### src/rtl/arb_pkg.sv
// Shared constants, FSM state type and one-hot helper for the eight-way arbiter.
package arb_pkg;
  localparam int NREQ = 8;
  localparam int ID_W = 3;

  typedef enum logic [0:0] {
    IDLE = 1'b0,
    BUSY = 1'b1
  } state_t;

  function automatic logic [NREQ-1:0] onehot8(input logic [ID_W-1:0] id);
    return 8'b1 << id;
  endfunction
endpackage

### src/rtl/prio_enc8.sv
// Combinational 8:3 priority encoder; the highest set index wins, id=0 when nothing is set.
module prio_enc8
  import arb_pkg::*;
(
  input  logic [7:0] req,
  output logic [2:0] id,
  output logic       any
);

  always_comb begin
    id = '0;
    for (int i = 0; i < NREQ; i++) begin
      if (req[i]) id = ID_W'(i);
    end
  end

  assign any = |req;

endmodule

### src/rtl/rr_arbiter8.sv
// Eight-requester arbiter with a registered, held grant and an optional hold timeout.
// Define ARB_ROUND_ROBIN_EN to rotate priority away from the most recent owner.
module rr_arbiter8
  import arb_pkg::*;
#(
  parameter int unsigned MAX_HOLD = 16
) (
  input  logic       clk,
  input  logic       rst,
  input  logic [7:0] req,
  input  logic       done,
  output logic [7:0] grant,
  output logic [2:0] grant_id,
  output logic       grant_valid,
  output logic       timeout
);

  localparam int unsigned CNT_W = (MAX_HOLD == 0) ? 1 : $clog2(MAX_HOLD + 1);
  localparam logic [CNT_W-1:0] HOLD_LAST = (MAX_HOLD == 0) ? '0 : CNT_W'(MAX_HOLD - 1);

  state_t           r_state;
  logic [7:0]       r_grant;
  logic [2:0]       r_grant_id;
  logic             r_valid;
  logic             r_timeout;
  logic [CNT_W-1:0] r_hold;

  logic [7:0] w_enc_in;
  logic [2:0] w_enc_id;
  logic       w_enc_any;
  logic [2:0] w_win;
  logic       w_owner_req;
  logic       w_hold_exp;
  logic       w_release;

  prio_enc8 u_enc (
    .req (w_enc_in),
    .id  (w_enc_id),
    .any (w_enc_any)
  );

  assign w_owner_req = req[r_grant_id];
  assign w_hold_exp  = (MAX_HOLD != 0) && (r_hold == HOLD_LAST);
  assign w_release   = done || !w_owner_req || w_hold_exp;

`ifdef ARB_ROUND_ROBIN_EN
  logic [2:0]  r_last;
  logic [15:0] w_req_dbl;

  // Rotate so index last-1 lands on bit 7 and last itself on bit 0 (lowest priority).
  assign w_req_dbl = {req, req} >> r_last;
  assign w_enc_in  = w_req_dbl[7:0];
  assign w_win     = w_enc_id + r_last;

  always_ff @(posedge clk or posedge rst) begin
    if (rst) begin
      r_last <= '0;
    end else if (r_state == BUSY && w_release) begin
      r_last <= r_grant_id;
    end
  end
`else
  assign w_enc_in = req;
  assign w_win    = w_enc_id;
`endif

  always_ff @(posedge clk or posedge rst) begin
    if (rst) begin
      r_state    <= IDLE;
      r_grant    <= '0;
      r_grant_id <= '0;
      r_valid    <= 1'b0;
      r_timeout  <= 1'b0;
      r_hold     <= '0;
    end else begin
      r_timeout <= 1'b0;
      case (r_state)
        IDLE: begin
          if (w_enc_any) begin
            r_state    <= BUSY;
            r_grant    <= onehot8(w_win);
            r_grant_id <= w_win;
            r_valid    <= 1'b1;
            r_hold     <= '0;
          end
        end
        BUSY: begin
          if (w_release) begin
            r_state    <= IDLE;
            r_grant    <= '0;
            r_grant_id <= '0;
            r_valid    <= 1'b0;
            // Only a pure hold expiry pulses; done or withdrawal is a normal release.
            r_timeout  <= !done && w_owner_req;
          end else if (MAX_HOLD != 0) begin
            r_hold <= r_hold + 1'b1;
          end
        end
        default: r_state <= IDLE;
      endcase
    end
  end

  assign grant       = r_grant;
  assign grant_id    = r_grant_id;
  assign grant_valid = r_valid;
  assign timeout     = r_timeout;

endmodule

### config.mk
export PLATFORM = sky130hd
export DESIGN_NAME = rr_arbiter8
export DESIGN_NICKNAME = d
export VERILOG_FILES = /design/src/rtl/arb_pkg.sv /design/src/rtl/prio_enc8.sv /design/src/rtl/rr_arbiter8.sv
export SDC_FILE = /design/constraint.sdc
export NUM_CORES = 1
export LEC_CHECK = 0
export ABC_AREA = 1
export BUFFER_PORTS_ARGS = -buffer_cell sky130_fd_sc_hd__buf_2
export CORE_MARGIN = 2
export CORE_UTILIZATION = 48
export CTS_CLUSTER_DIAMETER = 30
export DETAILED_ROUTE_END_ITERATION = 8
export PLACE_DENSITY = 0.81
export SLEW_MARGIN = 20
export SYNTH_ARGS = -nofsm -noshare
export SYNTH_HDL_FRONTEND = slang
export SYNTH_SLANG_ARGS = --single-unit
### constraint.sdc
create_clock -name clk -period 3.4 [get_ports clk]
set_clock_uncertainty 0.15 [all_clocks]
set_input_delay 0 -clock clk [delete_from_list [all_inputs] [get_ports clk]]
set_output_delay 0 -clock clk [all_outputs]
set_load 0.01 [all_outputs]
# --- Word-level counts from Yosys, hierarchy flattened ---
# Index checks and enable logic that the tools add are counted.
# W data, S select, Z words.
op_classes:
  order_cmp: 1
  n_shift: 1
  add_sub_neg: 1
  n_mux: 26
  n_reduce_logical: 8
  n_bitwise: 1
  eq_ne: 4
op_table:
  columns: ["cell", "n"]
  rows:
  - ["$mux W3", 6]
  - ["$mux W8", 2]
  - ["$pmux W8 S2", 1]
  - ["$mux W5", 2]
  - ["$pmux W5 S2", 1]
  - ["$mux W1", 8]
  - ["$reduce_or A8 Y1", 1]
  - ["$shl A1 B3 Y8 const A", 1]
  - ["$pmux W3 S2", 1]
  - ["$add A5 B1 Y5 const B", 1]
  - ["$eq A5 B4 Y1 const B", 1]
  - ["$lt A3 B4 Y1 const B", 1]
  - ["$mux W2", 2]
  - ["$ne A2 B1 Y1 const B", 2]
  - ["$pmux W1 S2", 2]
  - ["$reduce_and A2 Y1", 2]
  - ["$bmux W1 S3", 1]
  - ["$logic_not A1 Y1", 2]
  - ["$logic_or A1 B1 Y1", 2]
  - ["$ne A2 B2 Y1 const B", 1]
  - ["$logic_and A1 B1 Y1", 1]
  - ["$not A1 Y1", 1]
totals:
  reg_bits: 19
  output_inout_bits: 13
  word_cells: 48

# --- Longest topological paths before layout ---
# Gate-level depths: netlist (run 1).
depth:
  ltp_word: 10
  depth_mapped: 10

# --- Modules after synthesis ---
# Synthesis (run 1) repeated with hierarchy kept, for this count alone.
unflattened:
  hier_cells: 157
  area_unflattened_um2: 1078.5
by_module_without_submodules:
  columns: ["module", "area_per_inst_um2", "cells_each", "instances", "seq_area_each_um2"]
  rows:
  - ["rr_arbiter8", 1001.0, 137, 1, 475.5]
  - ["prio_enc8", 77.6, 20, 1, 0.0]

# --- Worst setup path before layout (run 1) ---
# No wires, ideal clock.
synth_timing:
  path_type: "register to register"
  start: "reg r_hold[0]"
  end: "reg r_grant_id[0] (netlist: grant_id[0])"
  arrival_time_ns: 1.525
  path_buffers: 1
  setup_slack_ns: 1.660
  path_stages_with_launch: 10
  setup_ns: 0.065
  synth_period_minus_slack_ns: 1.740
  cell_sequence: "dfrtp_1 ha_1 and3_1 ha_1 inv_1 nand4_1 nand2_2 buf_6 nand3_1 nand2_1"
synth_between:
  elab_chain_len: 4
synth_lines:
  columns: ["item", "line_no", "source"]
  rows:
  - ["start: declaration", "rr_arbiter8.sv:26", "logic [CNT_W-1:0] r_hold;"]
  - ["start signal: assignment", "rr_arbiter8.sv:96", "r_hold <= r_hold + 1'b1;"]
  - ["$eq A5 B4 Y1", "rr_arbiter8.sv:43", "assign w_hold_exp = (MAX_HOLD != 0) && (r_hold == HOLD_LAST);"]
  - ["$logic_or A1 B1 Y1", "rr_arbiter8.sv:44", "assign w_release = done || !w_owner_req || w_hold_exp;"]
  - ["$ne A2 B1 Y1 (no line)", null, null]
  - ["$reduce_and A2 Y1 (no line)", null, null]
  - ["end signal: assignment", "rr_arbiter8.sv:82", "r_grant_id <= w_win;"]
  - ["end: declaration", "rr_arbiter8.sv:23", "logic [2:0] r_grant_id;"]
# No other way between the ends.
# A chain may end at the register's enable or synchronous reset.

# --- Worst setup path after layout (run 1) ---
layout_timing:
  start: "reg r_hold[0]"
  end: "reg r_grant[0] (netlist: grant[0])"
layout_between:
  elab_chain_len: 4
layout_lines:
  columns: ["item", "line_no", "source"]
  rows:
  - ["$eq A5 B4 Y1", "rr_arbiter8.sv:43", null]
  - ["$logic_or A1 B1 Y1", "rr_arbiter8.sv:44", null]
  - ["$ne A2 B1 Y1 (no line)", null, null]
  - ["$reduce_and A2 Y1 (no line)", null, null]
  - ["end signal: assignment", "rr_arbiter8.sv:81", "r_grant <= onehot8(w_win);"]
  - ["end: declaration", "rr_arbiter8.sv:22", "logic [7:0] r_grant;"]
# No other way between the ends.

==> impl_metrics.tcl, run 1 <==
set metrics [dict create \
    synth_area_um2 1070 \
    setup_repair_after_global_routing_missed_its_margin "no" \
    yosys_warnings 0 \
    total_leakage_power_nw 0.741 \
    fin_tns_setup_ps 0 \
    globalplace.congestion 0.776 \
    clk_transition_reported_paths_ps 110 \
    floorplan.rows 17 \
    grt_pass1_wl_mm 3.82 \
    groute.usage.overall_pct 19.3 \
    drtPass1Iterations 4 \
    period_needed_ps 1950 \
    vdd_ir_drop_max_mv 0.330 \
    synth_cell_types 21 \
    iteration_0_drc_count_of_the_detailed_router 15 \
    grt_max_degree 20 \
    count_of_unresolved_drc_violations_after_routing 0 \
    cts_root_buf "sky130_fd_sc_hd__clkbuf_4" \
    place.detailed.hpwl_mm 1.58 \
    holdCritPathClass "input port to flop" \
    clock_buffers_created_by_tritoncts 3 \
    setup.worst_path.start_class "flop" \
    antenna_found_initial 0 \
    synth_seq_area_share_pct 44.5 \
    setup_ws_ps 1450 \
    die_width_um 51.2 \
    cp_max_stage_delay_ps 430 \
    post-cts-setup-buffer-count 0 \
    port_buffers 23 \
    worst_path_max_delay_cell "sky130_fd_sc_hd__dfrtp_1" \
    place_inst 190 \
    io_pins 24 \
    critPathMaxFanout 15 \
    result_of_the_run "completed" \
    critical-path-top-cell-by-count "sky130_fd_sc_hd__nand2_1" \
    finalPower_w 0.000868 \
    area_growth_pct 18.8 \
    floorplan.initialDensity_pct 49.7 \
    floorplan.die_area_um2 2620 \
    cts.sink_count 19 \
    design.final.nets 185 \
    number_of_global_route_vias_before_repair 891 \
    max-clock-path-buffers 2 \
    synth_seq_cells 19 \
    critPathCaptureType "flop" \
    setup-violations-final 0 \
    floorplan.die.height_um 51.2 \
    critical_path_arrival_ps 2010 \
    ant_nets 0 \
    criticalPathCategory "flop to flop" \
    relSlewSlack_pct 51.4 \
    synthCells 142 \
    drv.max_cap_violation_count 0 \
    finish.utilization_pct 59.0 \
    wl_per_cell_um 11.3 \
    critical_path.cell_chain "ha_1 > and3_1 > ha_1 > inv_1 > nand4_1 > nand2_2 > nand2_1 > nand2_1 > nand2_1" \
    post-place-ws_ps 1480 \
    post_route_cells_drive_above_1_share_pct 19.3 \
    power_per_unit_of_standard_cell_area_nw_per_um2 685 \
    final_cell_count_without_fillers 199 \
    worstSkewPairLatency_ps 300 \
    number_of_pins_with_negative_max_slew_slack_in_the_final_report 0 \
    tritoncts "done" \
    dr_total_vias 969 \
    syn-num-nets 155 \
    insertedDiodeCount 0 \
    worst_ep_required_time_ps 3460 \
    tightest_slew_ps 728 \
    fp.coreArea_um2 2150 \
    report.final.hold_viol_count 0 \
    finalWirelength_mm 2.24 \
    grt_remaining_overflow 0 \
    post_synth.cell_area_avg_um2 7.52 \
    max_freq_mhz 512 \
    clock_h_tree_levels 1 \
    layout_worst_path_cycle_share_pct 57.5 \
    drt-vias-per-instance 4.87 \
]
## what timing repair did
| item | in CTS | in global routing |
|---|---|---|
| endpoints found under the hold margin | 30 | 0 |
| hold buffers | 5 | 0 |
| resized for setup | 0 | 0 |
## state kept, by name, indices dropped and copies added (netlist names)
register / count
grant_valid: 1
grant_id: 3
grant: 8
timeout: 1
r_hold: 5
r_state: 1
## critical path, delay by kind of cell (launching register included)
family,cells,cell delay (ps)
buf+inv,1,120
fa+ha+maj,2,410
simple gates,6,750
flops,1,430
## worst paths after layout
| path | startpoint | to | slack (ps) | cells past startpoint |
|---|---|---|---|---|
| min in group asynchronous | rst | r_hold[2]$_DFFE_PP0P_ | 200 | 3 |
| hold / removal | req[4] | grant_id[2]$_DFFE_PP0P_ | 30 | 5 |
| hold reg to reg | grant_valid$_DFFE_PP0P_ | grant_valid$_DFFE_PP0P_ | 330 | 2 |
| setup / recovery | r_hold[0]$_DFFE_PP0P_ | grant[0]$_DFFE_PP0P_ | 1450 | 9 |
| max in group asynchronous | rst | grant[3]$_DFFE_PP0P_ | 2450 | 3 |
| setup reg to reg | r_hold[0]$_DFFE_PP0P_ | grant[0]$_DFFE_PP0P_ | 1450 | 9 |
## synthesized netlist by cell type
| cell | n | area share, % |
|---|---|---|
| sky130_fd_sc_hd__a21oi_1 | 2 | 0.94 |
| sky130_fd_sc_hd__and3_1 | 1 | 0.59 |
| sky130_fd_sc_hd__o21ai_4 | 1 | 1.5 |
| sky130_fd_sc_hd__nand3_1 | 28 | 13 |
| sky130_fd_sc_hd__buf_6 | 1 | 1.1 |
| sky130_fd_sc_hd__nor3_1 | 1 | 0.47 |
| sky130_fd_sc_hd__buf_4 | 2 | 1.4 |
| sky130_fd_sc_hd__nor2_1 | 9 | 3.2 |
| sky130_fd_sc_hd__nand2_1 | 48 | 17 |
| sky130_fd_sc_hd__inv_2 | 2 | 0.70 |
| sky130_fd_sc_hd__o21ai_0 | 2 | 0.94 |
| sky130_fd_sc_hd__xor2_1 | 1 | 0.82 |
| sky130_fd_sc_hd__clkinv_1 | 1 | 0.35 |
| sky130_fd_sc_hd__nand4_1 | 1 | 0.59 |
| sky130_fd_sc_hd__dfrtp_1 | 19 | 45 |
| sky130_fd_sc_hd__ha_1 | 2 | 2.3 |
| sky130_fd_sc_hd__nand2_2 | 2 | 1.2 |
| sky130_fd_sc_hd__inv_1 | 16 | 5.6 |
| sky130_fd_sc_hd__nand4_2 | 1 | 1.2 |
| sky130_fd_sc_hd__nand4_4 | 1 | 2.0 |
| sky130_fd_sc_hd__nor4_1 | 1 | 0.59 |
## per-layer routing
metal	vias to the layer above	track usage, %	part of all wire (%)	wire [um]
li1	511	-	-	-
met3	5	1.75	3.0	68
met2	23	29.0	44	996
met4	0	9.46	2.4	53
met1	430	27.9	50	1130
met5	-	0	0	0
## report_power, final
part	internal, W	switching [W]	total (W)
Combinational	0.000135	0.000255	0.000390
Clock	0.0000458	0.0000720	0.000118
Sequential	0.000287	0.0000734	0.000360
Total	0.000467	0.000401	0.000868
## per-stage QoR
stage / cell area [um2] / hold slack (ps)
after CTS: 1270 / 26.0
after detailed placement: 1190 / 2.66
after floorplan: 1070 / -199
after global placement: 1190 / -14.2
final: 1270 / 25.2
after global routing: 1270 / 87.5
## cell families (layout without fill, tap and decap cells)
logic type | after synthesis | after routing | share of synthesized area (%)
AND/OR/NAND/NOR | 93 | 93 | 39.7
buffers and inverters | 22 | 51 | 9.14
flip-flops | 19 | 19 | 44.5
AO/OA/AOI/OAI | 5 | 5 | 3.40
adder cells (fa/ha/maj) | 2 | 2 | 2.34
XOR/XNOR | 1 | 1 | 0.821
## cells in the final DEF (no fill, tap or decap), types with 2 or more instances in the layout
master	n
sky130_fd_sc_hd__nand2_2	2
sky130_fd_sc_hd__buf_2	23
sky130_fd_sc_hd__inv_2	2
sky130_fd_sc_hd__nand2_1	48
sky130_fd_sc_hd__o21ai_0	2
sky130_fd_sc_hd__dlygate4sd3_1	5
sky130_fd_sc_hd__inv_1	16
sky130_fd_sc_hd__a21oi_1	2
sky130_fd_sc_hd__clkbuf_4	3
sky130_fd_sc_hd__nor2_1	9
sky130_fd_sc_hd__nand3_1	28
sky130_fd_sc_hd__ha_1	2
sky130_fd_sc_hd__dfrtp_1	19
## area by class of cell
type	count	area, um2
clock buffers	4	26.3
fillers	202	881
inverters	19	71.3
multi-input cells	101	494
flip-flops and latches	19	475
well taps	28	35.0
repair buffers	28	165
Note: power is estimated with default switching activity, not from simulation.
==> run 2: changes to the inputs <==
- ABC_AREA: 1 -> 0
- clock period: 3.4 -> 1.8 ns (I/O delays scaled with it)
==> run 2 against run 1 <==
Effect of this change:
- the flow now finishes with violations (setup timing)
- worst hold slack got worse by 16 ps
- critical path depth shrank 2
- synthesized area is 3.6% lower
- largest cell class unchanged
- core utilization is 16 points higher
- global-route usage up 5.2 points
- final cell count shrank 10%
- largest power group unchanged
- combinational power grew to 2.8 times the previous value
- worst setup slack worse by 1600 ps
==> impl_metrics.tcl, run 2 <==
set metrics [dict create \
    result_of_the_run "finished, violations left" \
    failed_checks "setup timing" \
    die_width_um 50.3 \
    port_buffers 23 \
    number_of_pins_with_negative_max_slew_slack_in_the_final_report 0 \
    critical_path_arrival_ps 1980 \
    ant_nets 0 \
    timing.critical_path.buf_inv 1 \
    worstSkewPairLatency_ps 300 \
    total_leakage_power_nw 0.701 \
    groute.usage.overall_pct 24.5 \
    layout_worst_path_cycle_share_pct 106 \
    count_of_unresolved_drc_violations_after_routing 0 \
    synth-edff-count 0 \
    antenna_found_initial 0 \
    power_per_unit_of_standard_cell_area_nw_per_um2 1310 \
    dr_total_vias 1063 \
    finish.utilization_pct 75.4 \
    postSynth.topFlopCell "sky130_fd_sc_hd__dfrtp_1" \
    clock_h_tree_levels 1 \
    post_synth_most_frequent_cells "19 x sky130_fd_sc_hd__dfrtp_1, 16 x sky130_fd_sc_hd__nand2_1, 9 x sky130_fd_sc_hd__nor2_1" \
    grt_pass1_wl_mm 4.55 \
    clock_buffers_created_by_tritoncts 3 \
    fp.coreArea_um2 1980 \
    delay_heaviest_family_cp "compound AO/OA/AOI/OAI gates" \
    floorplan.initialDensity_pct 51.9 \
    holdCritPathClass "input port to flop" \
    report.final.hold_viol_count 0 \
    tritoncts "done" \
    setup_ws_ps -105 \
    period_needed_ps 1900 \
    number_of_global_route_vias_before_repair 1011 \
    synth_top_cells_by_area "sky130_fd_sc_hd__dfrtp_1 46%, sky130_fd_sc_hd__nand2_1 5.8%, sky130_fd_sc_hd__mux2i_1 3.9%, sky130_fd_sc_hd__o21ai_0 3.4%, sky130_fd_sc_hd__nor2_1 3.3%" \
    setup-violations-final 18 \
    criticalPathCategory "flop to flop" \
    place.detailed.hpwl_mm 1.80 \
    cp_max_stage_delay_ps 400 \
    post_synth.cell_area_avg_um2 9.52 \
    synth_cell_types 32 \
    floorplan.die.height_um 50.3 \
    reg2reg_setup_slack_ps -100 \
    netlist.area_leader.share_pct 46.2 \
    drtPass1Iterations 4 \
    syn-num-nets 121 \
    design.final.nets 166 \
    critPathCaptureType "flop" \
    area_growth_pct 45.3 \
    post_route_cells_drive_above_1_share_pct 46.7 \
    grt_max_degree 20 \
    globalplace.congestion 0.846 \
    largest_register_ffs 8 \
    cts_root_buf "sky130_fd_sc_hd__clkbuf_4" \
    critPathMaxFanout 6 \
    synthCells 108 \
    synth_seq_area_share_pct 46.2 \
    synth_seq_cells 19 \
    io_pins 24 \
    setup.worst_path.start_class "flop" \
    synth_area_um2 1030 \
    finalPower_w 0.00196 \
    worst_ep_required_time_ps 1880 \
    max_freq_mhz 525 \
    critical_path.cell_chain "ha_2 > and3_4 > ha_4 > a221oi_4 > a21oi_4 > buf_6 > o22ai_2" \
    floorplan.die_area_um2 2530 \
    worst_path_max_delay_cell "sky130_fd_sc_hd__dfrtp_1" \
    setup_repair_after_global_routing_missed_its_margin "yes" \
    wl_per_cell_um 17.4 \
    async_flop_share_pct 100 \
    yosys_warnings 0 \
    dominant_cell_by_count_in_the_synthesized_netlist "sky130_fd_sc_hd__dfrtp_1" \
    finalWirelength_mm 3.12 \
    clk_transition_reported_paths_ps 110 \
    max-clock-path-buffers 2 \
    relSlewSlack_pct 53.3 \
    post-place-ws_ps -140 \
    grt_remaining_overflow 0 \
    placed_cell_area_um2 1210 \
    iteration_0_drc_count_of_the_detailed_router 33 \
    insertedDiodeCount 0 \
    synth_top_area_cell "sky130_fd_sc_hd__dfrtp_1" \
    layout_commonest_cell "sky130_fd_sc_hd__buf_2" \
    drv.max_cap_violation_count 0 \
    layout.cell_area.non_filler_um2 1490 \
    vdd_ir_drop_max_mv 1.12 \
    cts.sink_count 19 \
    floorplan.rows 16 \
    commonest_cells_after_routing_fill_and_taps_aside "23 x sky130_fd_sc_hd__buf_2, 18 x sky130_fd_sc_hd__dfrtp_1, 13 x sky130_fd_sc_hd__nand2_1, 10 x sky130_fd_sc_hd__buf_4, 9 x sky130_fd_sc_hd__dlygate4sd3_1" \
    tightest_slew_ps 700 \
    drt-vias-per-instance 5.94 \
]
run 2: power breakdown:
part           total (W)  leakage (nW)  internal (W)  switching, W
sequential      0.000644         0.250      0.000530      0.000114
clock           0.000219        0.0177     0.0000830      0.000136
combinational    0.00110         0.434      0.000479      0.000622
run 2: per-layer routing:
layer,vias to the layer above,track usage (%),wire [um]
li1,483,-,-
met3,15,2.38,160
met5,-,0,0
met4,0,16.7,138
met1,508,29.5,1250
met2,57,41.2,1570
run 2: cell type report:
type	count	area, um2
multi-input combinational	80	642
clock buffer	3	22.5
sequential	19	477
timing repair buffer	43	292
fill	126	488
inverter	6	22.5
tap	27	33.8
clock inverter	1	5.00
run 2: final timing paths:
| check | from | end | cells past startpoint |
|---|---|---|---|
| min in group asynchronous | rst | grant[5]$_DFFE_PP0P_ | 3 |
| max | r_hold[1]$_DFFE_PP0P_ | grant[0]$_DFFE_PP0P_ | 7 |
| min | req[6] | grant[6]$_DFFE_PP0P_ | 4 |
| min reg2reg | grant[1]$_DFFE_PP0P_ | grant[1]$_DFFE_PP0P_ | 1 |
| max reg2reg | r_hold[1]$_DFFE_PP0P_ | grant[0]$_DFFE_PP0P_ | 7 |
| max in group asynchronous | rst | grant_id[0]$_DFFE_PP0P_ | 3 |
run 2: what timing repair did:
| action | 4_1_cts | 5_1_grt |
|---|---|---|
| setup buffers | 2 | 1 |
| resized for setup | 27 | 7 |
| endpoints found under the hold margin | 29 | 1 |
| cloned | 0 | 0 |
| pin swaps | 14 | 10 |
| hold buffers | 8 | 1 |
| endpoints found under the setup margin | 18 | 18 |
run 2: metrics by stage:
step,TNS [ps],cells,hold WS (ps)
4_1_cts,-787,177,-52.6
6_report,-1080,179,9.16
3_5_place_dp,-1130,163,-7.68
3_3_place_gp,-153,163,-19.2
5_1_grt,-2070,179,33.0
2_1_floorplan,0,108,-199
run 2: kinds of logic after synthesis:
group | after synthesis | share of synthesized area (%)
fa+ha+maj | 2 | 2.43
compound gates | 33 | 22.5
mux | 4 | 3.89
flops | 19 | 46.2
buf+inv | 9 | 5.35
simple gates | 41 | 19.6
run 2: worst min-delay path, cell delays in order:
cell	delay [ps]
sky130_fd_sc_hd__buf_2	120
sky130_fd_sc_hd__nor2b_1	140
sky130_fd_sc_hd__a21oi_1	60
sky130_fd_sc_hd__a21oi_2	100
==> run 3: changes to the inputs <==
- CORE_UTILIZATION: 48 -> 34
- PLACE_DENSITY: 0.81 -> 0.64
==> run 3 against run 2 <==
Effect of this change:
- the run still ends with setup timing left
- register-to-register slack got worse by 20 ps
- via count decreased by 6.3%
- worst setup slack got worse by 21 ps
- total power decreased by 8.2%
- cell area decreased by 4.3%
- critical path type unchanged
- critical endpoint is now grant[4]$_DFFE_PP0P_
==> impl_metrics.tcl, run 3 (same netlist as run 2, synthesis figures left out) <==
set metrics [dict create \
    post_route_cells_drive_above_1_share_pct 41.1 \
    holdCritPathClass "input port to flop" \
    grt_max_degree 20 \
    drv.max_cap_violation_count 0 \
    clock_buffers_created_by_tritoncts 3 \
    tightest_slew_ps 723 \
    layout_commonest_cell "sky130_fd_sc_hd__buf_2" \
    floorplan.initialDensity_pct 36.7 \
    report.final.hold_viol_count 0 \
    fp.coreArea_um2 2810 \
    setup-violations-final 16 \
    placed_cell_area_um2 1240 \
    globalplace.congestion 0.830 \
    delay_heaviest_family_cp "compound AO/OA/AOI/OAI gates" \
    vdd_ir_drop_max_mv 0.723 \
    layout_worst_path_cycle_share_pct 107 \
    commonest_cells_after_routing_fill_and_taps_aside "23 x sky130_fd_sc_hd__buf_2, 18 x sky130_fd_sc_hd__dfrtp_1, 15 x sky130_fd_sc_hd__nand2_1, 11 x sky130_fd_sc_hd__buf_4, 8 x sky130_fd_sc_hd__dlygate4sd3_1" \
    multi_input_comb_area_um2 587 \
    ant_nets 0 \
    area_growth_pct 39.1 \
    cts.sink_count 19 \
    result_of_the_run "finished, violations left" \
    count_of_unresolved_drc_violations_after_routing 0 \
    place.detailed.hpwl_mm 1.90 \
    grt_pass1_wl_mm 4.40 \
    worst_path_max_delay_cell "sky130_fd_sc_hd__dfrtp_1" \
    critical_path_arrival_ps 2010 \
    drt-vias-per-instance 5.47 \
    groute.usage.overall_pct 16.7 \
    clock_h_tree_levels 1 \
    setup_ws_ps -126 \
    power_per_unit_of_standard_cell_area_nw_per_um2 1260 \
    floorplan.die_area_um2 3480 \
    max-clock-path-buffers 2 \
    worst_hold_path.num_cells 5 \
    worstSkewPairLatency_ps 300 \
    wl_per_cell_um 15.0 \
    failed_checks "setup timing" \
    cp_max_stage_delay_ps 400 \
    layout.cell_area.non_filler_um2 1430 \
    relSlewSlack_pct 51.8 \
    critPathCaptureType "flop" \
    design.final.nets 165 \
    timing.critical_path.buf_inv 0 \
    iteration_0_drc_count_of_the_detailed_router 13 \
    port_buffers 23 \
    insertedDiodeCount 0 \
    max_freq_mhz 519 \
    criticalPathCategory "flop to flop" \
    io_pins 24 \
    die_width_um 59 \
    number_of_global_route_vias_before_repair 948 \
    number_of_pins_with_negative_max_slew_slack_in_the_final_report 0 \
    finalWirelength_mm 2.73 \
    tritoncts "done" \
    worst_ep_required_time_ps 1890 \
    critPathMaxFanout 7 \
    clk_transition_reported_paths_ps 120 \
    drtPass1Iterations 4 \
    floorplan.rows 19 \
    worstRegToRegCells 7 \
    antenna_found_initial 0 \
    cts_root_buf "sky130_fd_sc_hd__clkbuf_4" \
    critical_path.cell_chain "ha_2 > and3_4 > ha_4 > a221oi_4 > a21oi_4 > a21oi_2 > a32o_2" \
    period_needed_ps 1930 \
    floorplan.die.height_um 59 \
    setup.worst_path.start_class "flop" \
    fill_cells 270 \
    finalPower_w 0.00180 \
    dr_total_vias 996 \
    largest_register_ffs 8 \
    total_leakage_power_nw 0.682 \
    setup_repair_after_global_routing_missed_its_margin "yes" \
    grt_remaining_overflow 0 \
    seqCellArea_um2 477 \
    critical_path_depth 7 \
]
-- run 3: cell count changes in the layout (fill, tap and decap cells not counted), sizes merged --
cell	previous run	this run
dlygate4sd3	9	8
-- run 3: where the power goes --
part           internal, W  total [W]  leakage [nW]  switching, W
registers         0.000530   0.000631         0.250      0.000100
clock network    0.0000828   0.000220        0.0177      0.000137
logic             0.000428   0.000951         0.414      0.000523
total              0.00104    0.00180         0.682      0.000761
-- run 3: worst paths after layout --
| path | to | start | slack [ps] |
|---|---|---|---|
| setup / recovery | grant[4]$_DFFE_PP0P_ | r_hold[1]$_DFFE_PP0P_ | -130 |
| hold / removal | r_hold[3]$_DFFE_PP0P_ | req[2] | 10 |
| setup reg to reg | grant[4]$_DFFE_PP0P_ | r_hold[1]$_DFFE_PP0P_ | -130 |
| hold reg to reg | grant[1]$_DFFE_PP0P_ | grant[1]$_DFFE_PP0P_ | 350 |
| max in group asynchronous | grant_id[0]$_DFFE_PP0P_ | rst | 810 |
| min in group asynchronous | timeout$_DFF_PP0_ | rst | 200 |
-- run 3: per-layer routing --
metal / track usage [%] / wire [um]
met2: 25.6 / 1320
met4: 3.90 / 24
met3: 4.15 / 116
met1: 23.8 / 1260
met5: 0 / 0
-- run 3: what timing repair did --
| action | CTS | global route |
|---|---|---|
| setup buffers | 0 | 0 |
| hold buffers | 8 | 0 |
| gates resized for setup | 12 | 9 |
| setup endpoints to repair | 16 | 19 |
| hold endpoints to repair | 29 | 0 |
| pin swaps | 11 | 2 |
-- run 3: cell type report --
class	instances	area share [%]
Clock buffer	3	1.57
Clock inverter	1	0.350
Inverter	6	1.57
Multi-Input combinational cell	80	41.0
Sequential cell	19	33.3
Tap cell	31	2.71
Timing Repair Buffer	42	19.4
-- run 3: through the flow --
step | worst slack, ps | util (%) | TNS (ps) | cells | hold WS (ps)
floorplan | 1.94 | - | 0 | 108 | -199
global placement | -60.9 | 44.3 | -230 | 170 | 5.98
detailed placement | -116 | 44.3 | -936 | 170 | 21.8
CTS | -87.9 | 49.6 | -748 | 182 | 8.25
global route | -189 | 51.0 | -2090 | 182 | 33.5
finish | -126 | 51.0 | -896 | 182 | 11.0
-- run 3: worst register-to-register path: stages, from the launching register on --
cell	delay [ps]
sky130_fd_sc_hd__dfrtp_1	400
sky130_fd_sc_hd__ha_2	190
sky130_fd_sc_hd__and3_4	180
sky130_fd_sc_hd__ha_4	160
sky130_fd_sc_hd__a221oi_4	260
sky130_fd_sc_hd__a21oi_4	150
sky130_fd_sc_hd__a21oi_2	200
sky130_fd_sc_hd__a32o_2	170
